<file path="src/rtl/sha_1_pkg.sv">
// sha_1_pkg: shared types, constants and the tail-word padding helper for the SHA-1 padder.
package sha_1_pkg;
   typedef enum logic [1:0] {FILL, EMIT, EXTRA} state_t;
   localparam int BLOCK_WORDS = 16;
   localparam logic [31:0] PAD_WORD = 32'h8000_0000;
   function automatic logic [31:0] pad_word(input logic [31:0] w, input logic [2:0] nb);
      return nb == 3'd0 ? PAD_WORD :
             nb == 3'd1 ? {w[31:24], 24'h80_0000} :
             nb == 3'd2 ? {w[31:16], 16'h8000} :
             nb == 3'd3 ? {w[31:8], 8'h80} : w;
   endfunction
endpackage

</file>
<file path="src/rtl/sha_1_padder.sv">
// sha_1_padder: packs a big-endian word stream into padded 512-bit SHA-1 blocks,
// appending 0x80, zero fill and the 64-bit bit length, with an extra block when it does not fit.
module sha_1_padder
   import sha_1_pkg::*;
#(
   parameter int LEN_WIDTH = 64
) (
   input  logic        clk,
   input  logic        reset_n,
   input  logic [31:0] in_word,
   input  logic        in_valid,
   input  logic        in_last,
   input  logic [2:0]  in_bytes,
   output logic        in_ready,
   output logic [31:0] blk_data [BLOCK_WORDS],
   output logic        blk_valid,
   input  logic        blk_ready,
   output logic        blk_first,
   output logic        blk_last
);
   state_t               state;
   logic [3:0]           idx;
   logic [LEN_WIDTH-1:0] len;
   logic [LEN_WIDTH-1:0] len_add;
   logic                 pend;
   logic                 pend_pad;
   logic [2:0]           nb;
   logic [4:0]           p;
   logic [63:0]          l_fill;
   logic [63:0]          l_ext;
   logic [31:0]          fill_data [BLOCK_WORDS];
   logic [31:0]          ext_data [BLOCK_WORDS];
   assign in_ready = reset_n && state == FILL;
   always_comb begin
      nb = in_bytes > 3'd4 ? 3'd4 : in_bytes;
      len_add = len + (in_last ? LEN_WIDTH'({nb, 3'b000}) : LEN_WIDTH'(32));
      l_fill = 64'(len_add);
      l_ext = 64'(len);
      p = {1'b0, idx} + {4'b0000, nb == 3'd4};
      for (int j = 0; j < BLOCK_WORDS; j++) begin
         fill_data[j] = 5'(j) < {1'b0, idx} ? blk_data[j] :
                        5'(j) == {1'b0, idx} ? (in_last ? pad_word(in_word, nb) : in_word) :
                        (in_last && 5'(j) == p) ? PAD_WORD : 32'h0;
         ext_data[j] = 32'h0;
      end
      // the length only lands here when the 0x80 word left room for it
      if (in_last && p <= 5'd13) begin
         fill_data[14] = l_fill[63:32];
         fill_data[15] = l_fill[31:0];
      end
      ext_data[0] = pend_pad ? PAD_WORD : 32'h0;
      ext_data[14] = l_ext[63:32];
      ext_data[15] = l_ext[31:0];
   end
   always_ff @(posedge clk) begin
      if (!reset_n) begin
         state <= FILL;
         idx <= 4'd0;
         len <= '0;
         blk_first <= 1'b1;
         blk_valid <= 1'b0;
         blk_last <= 1'b0;
         pend <= 1'b0;
         pend_pad <= 1'b0;
         for (int j = 0; j < BLOCK_WORDS; j++) blk_data[j] <= 32'h0;
      end else begin
         case (state)
            FILL: if (in_valid) begin
               blk_data <= fill_data;
               len <= len_add;
               if (in_last) begin
                  state <= EMIT;
                  blk_valid <= 1'b1;
                  blk_last <= p <= 5'd13;
                  pend <= p > 5'd13;
                  pend_pad <= p == 5'd16;
               end else if (idx == 4'd15) begin
                  state <= EMIT;
                  blk_valid <= 1'b1;
                  blk_last <= 1'b0;
               end else idx <= idx + 4'd1;
            end
            EMIT: if (blk_ready) begin
               blk_valid <= 1'b0;
               blk_first <= blk_last;
               if (blk_last) len <= '0;
               state <= pend ? EXTRA : FILL;
               idx <= 4'd0;
            end
            EXTRA: begin
               blk_data <= ext_data;
               blk_last <= 1'b1;
               blk_valid <= 1'b1;
               pend <= 1'b0;
               state <= EMIT;
            end
            default: state <= FILL;
         endcase
      end
   end
endmodule

</file>
<file path="config.mk">
export PLATFORM = sky130hd
export DESIGN_NAME = sha_1_padder
export DESIGN_NICKNAME = d
export VERILOG_FILES = /design/src/rtl/sha_1_pkg.sv /design/src/rtl/sha_1_padder.sv
export SDC_FILE = /design/constraint.sdc
export NUM_CORES = 1
export LEC_CHECK = 0
export BUFFER_PORTS_ARGS = -buffer_cell sky130_fd_sc_hd__buf_2
export CAP_MARGIN = 20
export CORE_MARGIN = 2
export CORE_UTILIZATION = 54
export DETAILED_ROUTE_END_ITERATION = 7
export GPL_ROUTABILITY_DRIVEN = 1
export PLACE_DENSITY = 0.76
export SETUP_SLACK_MARGIN = 0.1
export SYNTH_ARGS = -nofsm -noshare
export SYNTH_HDL_FRONTEND = slang
export SYNTH_SLANG_ARGS = --single-unit
</file>
<file path="constraint.sdc">
create_clock -name clk -period 3.9 [get_ports clk]
set_input_delay 0.39 -clock clk [delete_from_list [all_inputs] [get_ports clk]]
set_output_delay 0.39 -clock clk [all_outputs]
set_load 0.01 [all_outputs]
</file>
== After elaboration in Yosys (flattened, before gate mapping) ==
Index checks and enable logic that the tools add are counted.

* Output and inout bits: 516
* Logic and storage cells: 239
* Bits in registers: 587

* Add/subtract/negate cells: 3
* Mux-type cells: 85
* Eq/ne operators: 60
* Reductions and logical operators: 49
* Order comparisons: 18

{| class="wikitable"
|+ Operator list
! operator !! count
|-
| 2-to-1 mux 32 bit || 50
|-
| case mux 512 bit (2 select lines) || 1
|-
| 2-to-1 mux 512 bit || 1
|-
| 2-to-1 mux 64 bit || 4
|-
| case mux 64 bit (2 select lines) || 1
|-
| adder 64 x 6 -> 64 bit || 1
|-
| AND reduction 3 bit || 19
|-
| == test 4 x 5 -> 1 bit (first input constant) || 8
|-
| inequality test 2 bit (second input constant) || 20
|-
| == test 4 bit (first input constant) || 8
|-
| less-than comparator 4 bit (first input constant) || 7
|-
| 2-to-1 mux 24 bit || 1
|-
| == test 3 x 5 -> 1 bit (first input constant) || 4
|-
| logical AND 1 bit || 18
|-
| == test 3 x 4 -> 1 bit (first input constant) || 4
|-
| less-than comparator 3 x 4 -> 1 bit (first input constant) || 4
|-
| 2-to-1 mux 16 bit || 1
|-
| 2-to-1 mux 4 bit || 4
|-
| == test 2 x 5 -> 1 bit (first input constant) || 2
|-
| 2-to-1 mux 2 bit || 5
|-
| 2-to-1 mux 1 bit || 9
|-
| == test 2 x 4 -> 1 bit (first input constant) || 2
|-
| less-than comparator 1 x 4 -> 1 bit (first input constant) || 2
|-
| less-than comparator 2 x 4 -> 1 bit (first input constant) || 2
|-
| 31 further kinds || 37
|}

== Longest topological paths before layout ==
Gate-level depths: netlist of the first run.

* Depth in word-level cells: 13
* Mapped depth: 13

== Worst setup path before layout of the first run ==
Ideal clock, no wire load.

* Path kind: input-to-reg
* Start point: in in_last
* End point: reg blk_data[57] (netlist name)
* Path buffers: 2
* Stages: 13
* Arrival time: 3.057 ns
* Data required time: 3.777 ns
* Setup time: 0.123 ns
* Slack: 0.720 ns
* Cell sequence: nor2b_1 and2_1 ha_1 inv_1 fa_1 nand2b_1 a21o_1 buf_2 or4_1 buf_6 nor4_4 mux2i_1 o21ai_2

* Cells in the longest elaborated chain, start to end: 6
* Elaborated cells on any way between the ends: 11

{| class="wikitable"
|+ Ends and longest elaborated chain
! item !! line !! RTL
|-
| from (decl) || sha_1_padder.sv:12 || <nowiki>input logic in_last,</nowiki>
|-
| parallel branches: the longest is 6 deep, another holds adder 64 x 6 -> 64 bit || n/a ||
|-
| to (signal assigned) || sha_1_padder.sv:69 || <nowiki>blk_data <= fill_data;</nowiki>
|-
| to (signal assigned) || sha_1_padder.sv:91 || <nowiki>blk_data <= ext_data;</nowiki>
|-
| to (decl) || sha_1_padder.sv:15 || <nowiki>output logic [31:0] blk_data [BLOCK_WORDS],</nowiki>
|}

Parallel ways; which one is timed is not known. The select of a mux whose other input is x is not followed.
A chain may end at the register's enable or synchronous reset.

== Worst setup path in the final report of the first run ==
* Start point: reg idx[0]
* End point: reg blk_data[47] (netlist name)

* Cells in the longest elaborated chain, start to end: 6
* Elaborated cells on any way between the ends: 12

{| class="wikitable"
|+ Ends and longest elaborated chain
! item !! line !! RTL
|-
| from (decl) || sha_1_padder.sv:22 || <nowiki>logic [3:0] idx;</nowiki>
|-
| from (signal assigned) || sha_1_padder.sv:81 || <nowiki>end else idx <= idx + 4'd1;</nowiki>
|-
| adder 4 x 1 -> 5 bit or == test 4 bit (tied branches) || sha_1_padder.sv:39, sha_1_padder.sv:42 ||
|-
| <= comparator 5 x 4 -> 1 bit or 2-to-1 mux 32 bit (tied branches) || sha_1_padder.sv:47, sha_1_padder.sv:42 ||
|-
| logical AND 1 bit or 2-to-1 mux 32 bit (tied branches) || sha_1_padder.sv:47, sha_1_padder.sv:41 ||
|-
| 2-to-1 mux 64 bit || sha_1_padder.sv:47 || <nowiki>if (in_last && p <= 5'd13) begin</nowiki>
|-
| 2-to-1 mux 512 bit || sha_1_padder.sv:68 || <nowiki>FILL: if (in_valid) begin</nowiki>
|-
| case mux 512 bit (2 select lines) || sha_1_padder.sv:67 || <nowiki>case (state)</nowiki>
|}

Several ways; a longest one is shown, not always the timed one. The select of a mux whose other input is x is not followed.

==> results of run 1 <==
## critical path, cell delays in order (launching register included)
cell and delay [ps]:
dfxtp_1 540, ha_1 360, ha_1 400, a21boi_0 240
o211ai_1 380, o311a_1 270, nand3_1 410, buf_4 380
o221ai_1 190
## layer usage
metal	up-vias	track usage, %	part of all wire [%]	routed length, um
li1	10800	-	-	-
met1	12000	52.7	36	38100
met2	1750	67.1	44	46300
met3	411	12.4	12	12100
met4	2	29.1	7.7	8030
met5	-	0	0.016	17
## synthesized netlist by cell type, types with 16 or more instances
cell type / n
buf_2: 26
and2_1: 32
dfxtp_1: 584
and3_1: 21
o221ai_1: 41
nor3_1: 40
nand2_1: 108
xnor2_1: 20
clkbuf_1: 272
inv_1: 19
a21oi_1: 115
o21ai_0: 66
a22oi_1: 425
nor2_1: 540
nor4_1: 21
a31oi_1: 24
nor2b_1: 18
nand4_1: 20
nand3_1: 88
a22o_1: 16
a221oi_1: 26
## where the power goes
part / switching (W) / internal, W / leakage (nW) / total, W
Clock: 0.00249 / 0.00313 / 0.940 / 0.00562
Sequential: 0.0000574 / 0.00604 / 4.71 / 0.00609
Combinational: 0.000909 / 0.000283 / 6.57 / 0.00119
Total: 0.00345 / 0.00945 / 12.2 / 0.0129
## cell type report
class                   count  area, sq um  share of cell area [%]
well taps                 592          741                    2.54
diodes                      2         5.00                  0.0172
multi-input cells        1848        11100                    38.0
clock inverters            29          265                   0.911
flip-flops and latches    584        11700                    40.2
repair buffers            662         3630                    12.5
clock buffers              78         1630                    5.58
inverters                  20         82.6                   0.284
## sequential cells by signal, summed over array words and instances, names as in the netlist
name	cells
blk_data	512
blk_first	1
blk_last	1
blk_valid	1
idx	4
l_ext	61
pend	1
pend_pad	1
state	2
## per-stage QoR
| step | util, % | worst slack, ps | hold WS (ps) |
|---|---|---|---|
| after detailed placement | 62.0 | 382 | 422 |
| after CTS | 66.3 | 737 | 125 |
| after floorplan | - | 720 | 410 |
| after global routing | 66.3 | 434 | 160 |
| after global placement | 62.0 | 386 | 417 |
| final | 66.3 | 621 | 146 |
## worst paths after layout
path / to / cells after the start / slack [ps]
worst min-delay path: state[1] / 3 / 150
worst max register to register: blk_data[47] / 8 / 620
worst max-delay path: blk_data[47] / 8 / 620
worst min register to register: state[1] / 2 / 450
## cells by family after synthesis
logic type | after synthesis | synth area share, %
AOI/OAI and AO/OA | 834 | 24.9
and+or+nand+nor | 957 | 18.3
buffers and inverters | 337 | 5.51
adders and majority gates | 9 | 0.503
muxes | 16 | 0.686
DFF | 584 | 48.9
xor gates and xnor gates | 32 | 1.17
==> run summary, run 1 <==
RSZ-0062 raised after global routing -> no
Layout cell share with drive strength beyond 1 -> 25.7%
Site Rows -> 77
Async S/R FF share, synth -> 0%
CP arrival -> 3820 ps
Io pins -> 556
Peak Freq -> 0.305 GHz
Detailed Place HPWL -> 70100 um
I/O Buffers -> 555
Global-route wire length before repair -> 152000 um
H-tree depth -> 2
DRC viols -> 0
Overall power -> 0.0129 W
Die Ht -> 214 um
Max Cap Violations -> 0
# fillers -> 3741
IR drop worst, VDD -> 0.386 mV
Area of the core -> 43900 sq um
Worst setup EP type -> flop
Commonest non-fill, non-tap cell in the layout -> dfxtp_1
Crit Path Class -> reg -> reg
Dominant synthesized flop cell -> dfxtp_1
Non-filler instance count after layout -> 3815
CTS clock-pin slew for the worst setup and hold paths -> 70 ps
Die width -> 214 um
Placed insts -> 3706
RR Startpoint -> idx[0]
Cell area after synthesis -> 23900 sq um
Critical path origin -> idx[0]
Status -> finished, final reports clean
Total number of yosys warnings -> 0
Drt first pass iters -> 8
Hold Crit Start -> blk_ready
Antenna violations before repair -> 4
TritonCTS clock tree -> yes
Synth area leader -> dfxtp_1
Setup-failing EPs final -> 0
Placed Area -> 27200 sq um
Worst skew pair latency -> 640 ps
Final TNS setup -> 0 ps
Slew Limit Fails -> 0
Vias in the first global route -> 23.4k
Skew final -> 30.0 ps
Gpl congestion -> 0.990
Vias per cell -> 6.56
Clock root cell -> clkbuf_16
Setup Fix Bufs, Post-CTS -> 0
Resized Gates After CTS -> 0
Slew @ Worst Pin -> 1110 ps
Final Net Count -> 3222
Post-route clock period utilization -> 84.1%
DRT antenna net count -> 0
Fin. Hold Viols -> 0
Leakage power -> 12.2 nW
CTS Sinks -> 584
Slew HR -> 25.7%
Sequential area share after synthesis -> 48.9%
Iteration-0 DRC Markers -> 3455
Minimum clock period -> 3280 ps
Syn Area/Cell -> 8.63 sq um
Synth cell types -> 80
Largest net degree at the start of global routing -> 256
Critical path fanouts, max -> 11
Clk buf depth -> 3
Post-synth EDFFs -> 0
Most frequent cells in the layout -> dfxtp_1 (584), buf_2 (555), nor2_1 (533), a22oi_1 (425), a21oi_1 (115)
Synthesis-to-finish area growth -> 21.8%
Initial Utilization -> 54.4%
Tightest Hold Check Type -> in -> reg
Post-Syn Nets -> 2818
DR vias -> 25.0k
TritonCTS buffer count -> 57
Yosys reg bits -> 584
CP Launch Type -> flop
Final Cell Area -> 29100 sq um
Synth top area cells -> dfxtp_1 (49%), a22oi_1 (13%), nor2_1 (8.5%), clkbuf_1 (4.3%), a21oi_1 (2.4%)
Die area -> 46000 sq um
Synth Instances -> 2769
Top cell type's share of synthesized area -> 48.9%
WP data required -> 4440 ps
PwrDens -> 443 nW/um^2
Hold-fix buffers, CTS -> 0
Wire per inst -> 27.4 um
Total GRT Usage -> 43.4%
Remaining Overflow, GRT -> 0
WL final -> 105000 um
No activity file was read; power rests on OpenSTA's default activity.
==> run 2: changes to the inputs <==
--- a/config.mk
+++ b/config.mk
@@ -5,13 +5,15 @@
 export SDC_FILE = /design/constraint.sdc
 export NUM_CORES = 1
 export LEC_CHECK = 0
+export ABC_AREA = 1
 export BUFFER_PORTS_ARGS = -buffer_cell sky130_fd_sc_hd__buf_2
 export CAP_MARGIN = 20
+export CORE_ASPECT_RATIO = 2
 export CORE_MARGIN = 2
-export CORE_UTILIZATION = 54
+export CORE_UTILIZATION = 49
 export DETAILED_ROUTE_END_ITERATION = 7
 export GPL_ROUTABILITY_DRIVEN = 1
-export PLACE_DENSITY = 0.76
+export PLACE_DENSITY = 0.72
 export SETUP_SLACK_MARGIN = 0.1
 export SYNTH_ARGS = -nofsm -noshare
 export SYNTH_HDL_FRONTEND = slang
==> constraint.sdc (replaced) <==
create_clock -name clk -period 2.9 [get_ports clk]
set_input_delay 0.29 -clock clk [delete_from_list [all_inputs] [get_ports clk]]
set_output_delay 0.29 -clock clk [all_outputs]
set_load 0.01 [all_outputs]
==> run 2 against run 1 <==
Final cell count rose by 25%. Die area grew 15%. Combinational power up 65%. Area after synthesis rose by 4.8%. Total power is 35% higher. Synthesized cell count grew 28%. Global-route usage down 1.5 points. Sequential cell count did not move. Highest routed layer unchanged.
==> run summary, run 2 <==
Detailed Place HPWL -> 83500 um (was 70100 um)
Status -> finished, final reports clean (unchanged)
Yosys reg bits -> 584 (unchanged)
Most frequent cells in the layout -> nand2_1 (1247), dfxtp_1 (584), buf_2 (555), a21oi_1 (514), nor2_1 (308) (was dfxtp_1 (584), buf_2 (555), nor2_1 (533), a22oi_1 (425), a21oi_1 (115))
Top cell type's share of synthesized area -> 46.7% (was 48.9%)
Final TNS setup -> 0 ps (unchanged)
# fillers -> 4961 (was 3741)
Async S/R FF share, synth -> 0% (unchanged)
Leakage power -> 13.4 nW (was 12.2 nW)
Drt first pass iters -> 6 (was 8)
PwrDens -> 569 nW/um^2 (was 443 nW/um^2)
Slew HR -> 21.0% (was 25.7%)
Worst setup EP type -> flop (unchanged)
Vias in the first global route -> 24.9k (was 23.4k)
Slew Limit Fails -> 0 (unchanged)
Global-route wire length before repair -> 163000 um (was 152000 um)
Die area -> 53100 sq um (was 46000 sq um)
Final Net Count -> 4112 (was 3222)
Setup-failing EPs final -> 0 (unchanged)
Max Cap Violations -> 0 (unchanged)
Gpl congestion -> 1.05 (was 0.990)
CP arrival -> 3300 ps (was 3820 ps)
Post-route clock period utilization -> 94.9% (was 84.1%)
Iteration-0 DRC Markers -> 2323 (was 3455)
Skew final -> 26.9 ps (was 30.0 ps)
Largest register FFs -> 512 (unchanged)
WL final -> 116000 um (was 105000 um)
Total GRT Usage -> 41.9% (was 43.4%)
Layout cell share with drive strength beyond 1 -> 21.5% (was 25.7%)
Total number of yosys warnings -> 0 (unchanged)
Vias per cell -> 5.62 (was 6.56)
RSZ-0062 raised after global routing -> no (unchanged)
Synth top area cells -> dfxtp_1 (47%), nand2_1 (19%), a21oi_1 (10%), nor2_1 (4.7%), inv_1 (3.0%) (was dfxtp_1 (49%), a22oi_1 (13%), nor2_1 (8.5%), clkbuf_1 (4.3%), a21oi_1 (2.4%))
Minimum clock period -> 2750 ps (was 3280 ps)
Clk buf depth -> 3 (unchanged)
Worst setup margin -> 147 ps (was 621 ps)
Wire per inst -> 24.4 um (was 27.4 um)
Most frequent cells after synthesis -> nand2_1 (1247), dfxtp_1 (584), a21oi_1 (514) (was dfxtp_1 (584), nor2_1 (540), a22oi_1 (425))
Largest net degree at the start of global routing -> 131 (was 256)
Fin. Hold Viols -> 0 (unchanged)
Peak Freq -> 0.363 GHz (was 0.305 GHz)
Die Ht -> 324 um (was 214 um)
Crit Path Class -> reg -> reg (unchanged)
Cell area after synthesis -> 25100 sq um (was 23900 sq um)
Clock root cell -> clkbuf_16 (unchanged)
Synth cell types -> 51 (was 80)
Synthesis-to-finish area growth -> 22.1% (was 21.8%)
Post-synth EDFFs -> 0 (unchanged)
Die width -> 164 um (was 214 um)
Initial Utilization -> 49.5% (was 54.4%)
TritonCTS clock tree -> yes (unchanged)
Io pins -> 556 (unchanged)
Syn Area/Cell -> 7.05 sq um (was 8.63 sq um)
FF/Latch Area -> 11700 sq um (unchanged)
DRT antenna net count -> 0 (unchanged)
Synth Instances -> 3552 (was 2769)
Area of the core -> 50700 sq um (was 43900 sq um)
Remaining Overflow, GRT -> 0 (unchanged)
Pre-CTS WS -> 90.9 ps (was 382 ps)
Sequential area share after synthesis -> 46.7% (was 48.9%)
CTS Sinks -> 584 (unchanged)
Synth area leader -> dfxtp_1 (unchanged)
H-tree depth -> 2 (unchanged)
Slew @ Worst Pin -> 1180 ps (was 1110 ps)
DR vias -> 26.8k (was 25.0k)
Commonest non-fill, non-tap cell in the layout -> nand2_1 (was dfxtp_1)
Post-Syn Nets -> 3601 (was 2818)
Dominant synthesized flop cell -> dfxtp_1 (unchanged)
Worst skew pair latency -> 620 ps (was 640 ps)
R2R depth -> 8 (unchanged)
Top-count cell post-synth -> nand2_1 (was dfxtp_1)
Worst hold margin -> 35.4 ps (was 146 ps)
Critical path fanouts, max -> 15 (was 11)
Tightest Hold Check Type -> in -> reg (unchanged)
WP data required -> 3450 ps (was 4440 ps)
CTS clock-pin slew for the worst setup and hold paths -> 70 ps (about the same)
I/O Buffers -> 555 (unchanged)
Multi-input logic area -> 11500 sq um (was 11100 sq um)
IR drop worst, VDD -> 0.544 mV (was 0.386 mV)
Largest Register -> blk_data (unchanged)
Antenna violations before repair -> 4 (unchanged)
Hold depth -> 5 (was 3)
CP Launch Type -> flop (unchanged)
Site Rows -> 117 (was 77)
DRC viols -> 0 (unchanged)
TritonCTS buffer count -> 50 (was 57)
-- run 2: cell count changes after synthesis, sizes merged, moves of 24 or more --
| cell | previous run | this run |
|---|---|---|
| o221ai | 41 | 7 |
| or2 | 7 | 31 |
| nor4 | 26 | 1 |
| a221oi | 26 | 1 |
| nor3 | 43 | 12 |
| inv | 19 | 218 |
| nor2 | 540 | 331 |
| clkbuf | 275 | 110 |
| a22oi | 425 | 85 |
| buf | 42 | 126 |
| and2 | 36 | 3 |
| nand2 | 108 | 1264 |
| a21oi | 116 | 518 |
-- run 2: cell families after synthesis --
| group | synth area share [%] |
|---|---|
| AO/OA/AOI/OAI | 15.4 |
| XOR/XNOR | 1.14 |
| adder cells (fa/ha/maj) | 0.479 |
| buffers and inverters | 7.62 |
| flip-flops | 46.7 |
| AND/OR/NAND/NOR | 28.7 |
-- run 2: critical path, cell delays in order (launching register included) --
cell and delay [ps]:
dfxtp_1 610, nand2_2 170, nor2_1 340, inv_1 130, nor2_1 100, inv_1 110
nor2_2 920, nand2_1 120, a21oi_1 160
-- run 2: per-stage QoR --
stage,total power (W),instance area (sq um),utilization [%],instances
floorplan,0.00944,25100,-,3552
global placement,0.0103,28900,57.0,4664
detailed placement,0.0103,28900,57.0,4664
CTS,0.0173,30600,60.4,4756
global route,0.0178,30600,60.4,4757
finish,0.0174,30600,60.4,4759
-- run 2: repair_timing --
item	CTS	global route
hold buffers	0	0
buffers inserted	0	0
resized for setup	0	1
setup endpoints to repair	0	27
-- run 2: worst paths after layout --
| kind | start | endpoint | slack [ps] |
|---|---|---|---|
| min reg2reg | pend | state[1] | 450 |
| max reg2reg | idx[2] | blk_data[274] | 150 |
| max | idx[2] | blk_data[274] | 150 |
| min | in_word[0] | blk_data[320] | 40 |
-- run 2: per-layer routing --
| metal | up-vias | share of wire (%) | track usage [%] |
|---|---|---|---|
| met5 | - | 0.021 | 0 |
| met4 | 4 | 10 | 35.2 |
| met3 | 415 | 8.7 | 9.33 |
| met2 | 1444 | 48 | 70.4 |
| met1 | 12500 | 33 | 44.3 |
| li1 | 12400 | - | - |
-- run 2: report_power, final --
group	leakage, nW	switching, W	internal [W]	total (W)
Sequential	4.72	0.000114	0.00816	0.00828
Combinational	7.88	0.00147	0.000489	0.00196
Clock	0.826	0.00330	0.00386	0.00716
Total	13.4	0.00488	0.0125	0.0174
-- run 2: area by class of cell --
class | count | share of cell area, %
sequential | 584 | 38.2
multi-input combinational | 2514 | 37.6
clock inverter | 22 | 0.978
clock buffer | 70 | 4.56
timing repair buffer | 694 | 13.2
antenna | 2 | 0.0164
tap | 654 | 2.68
inverter | 219 | 2.71
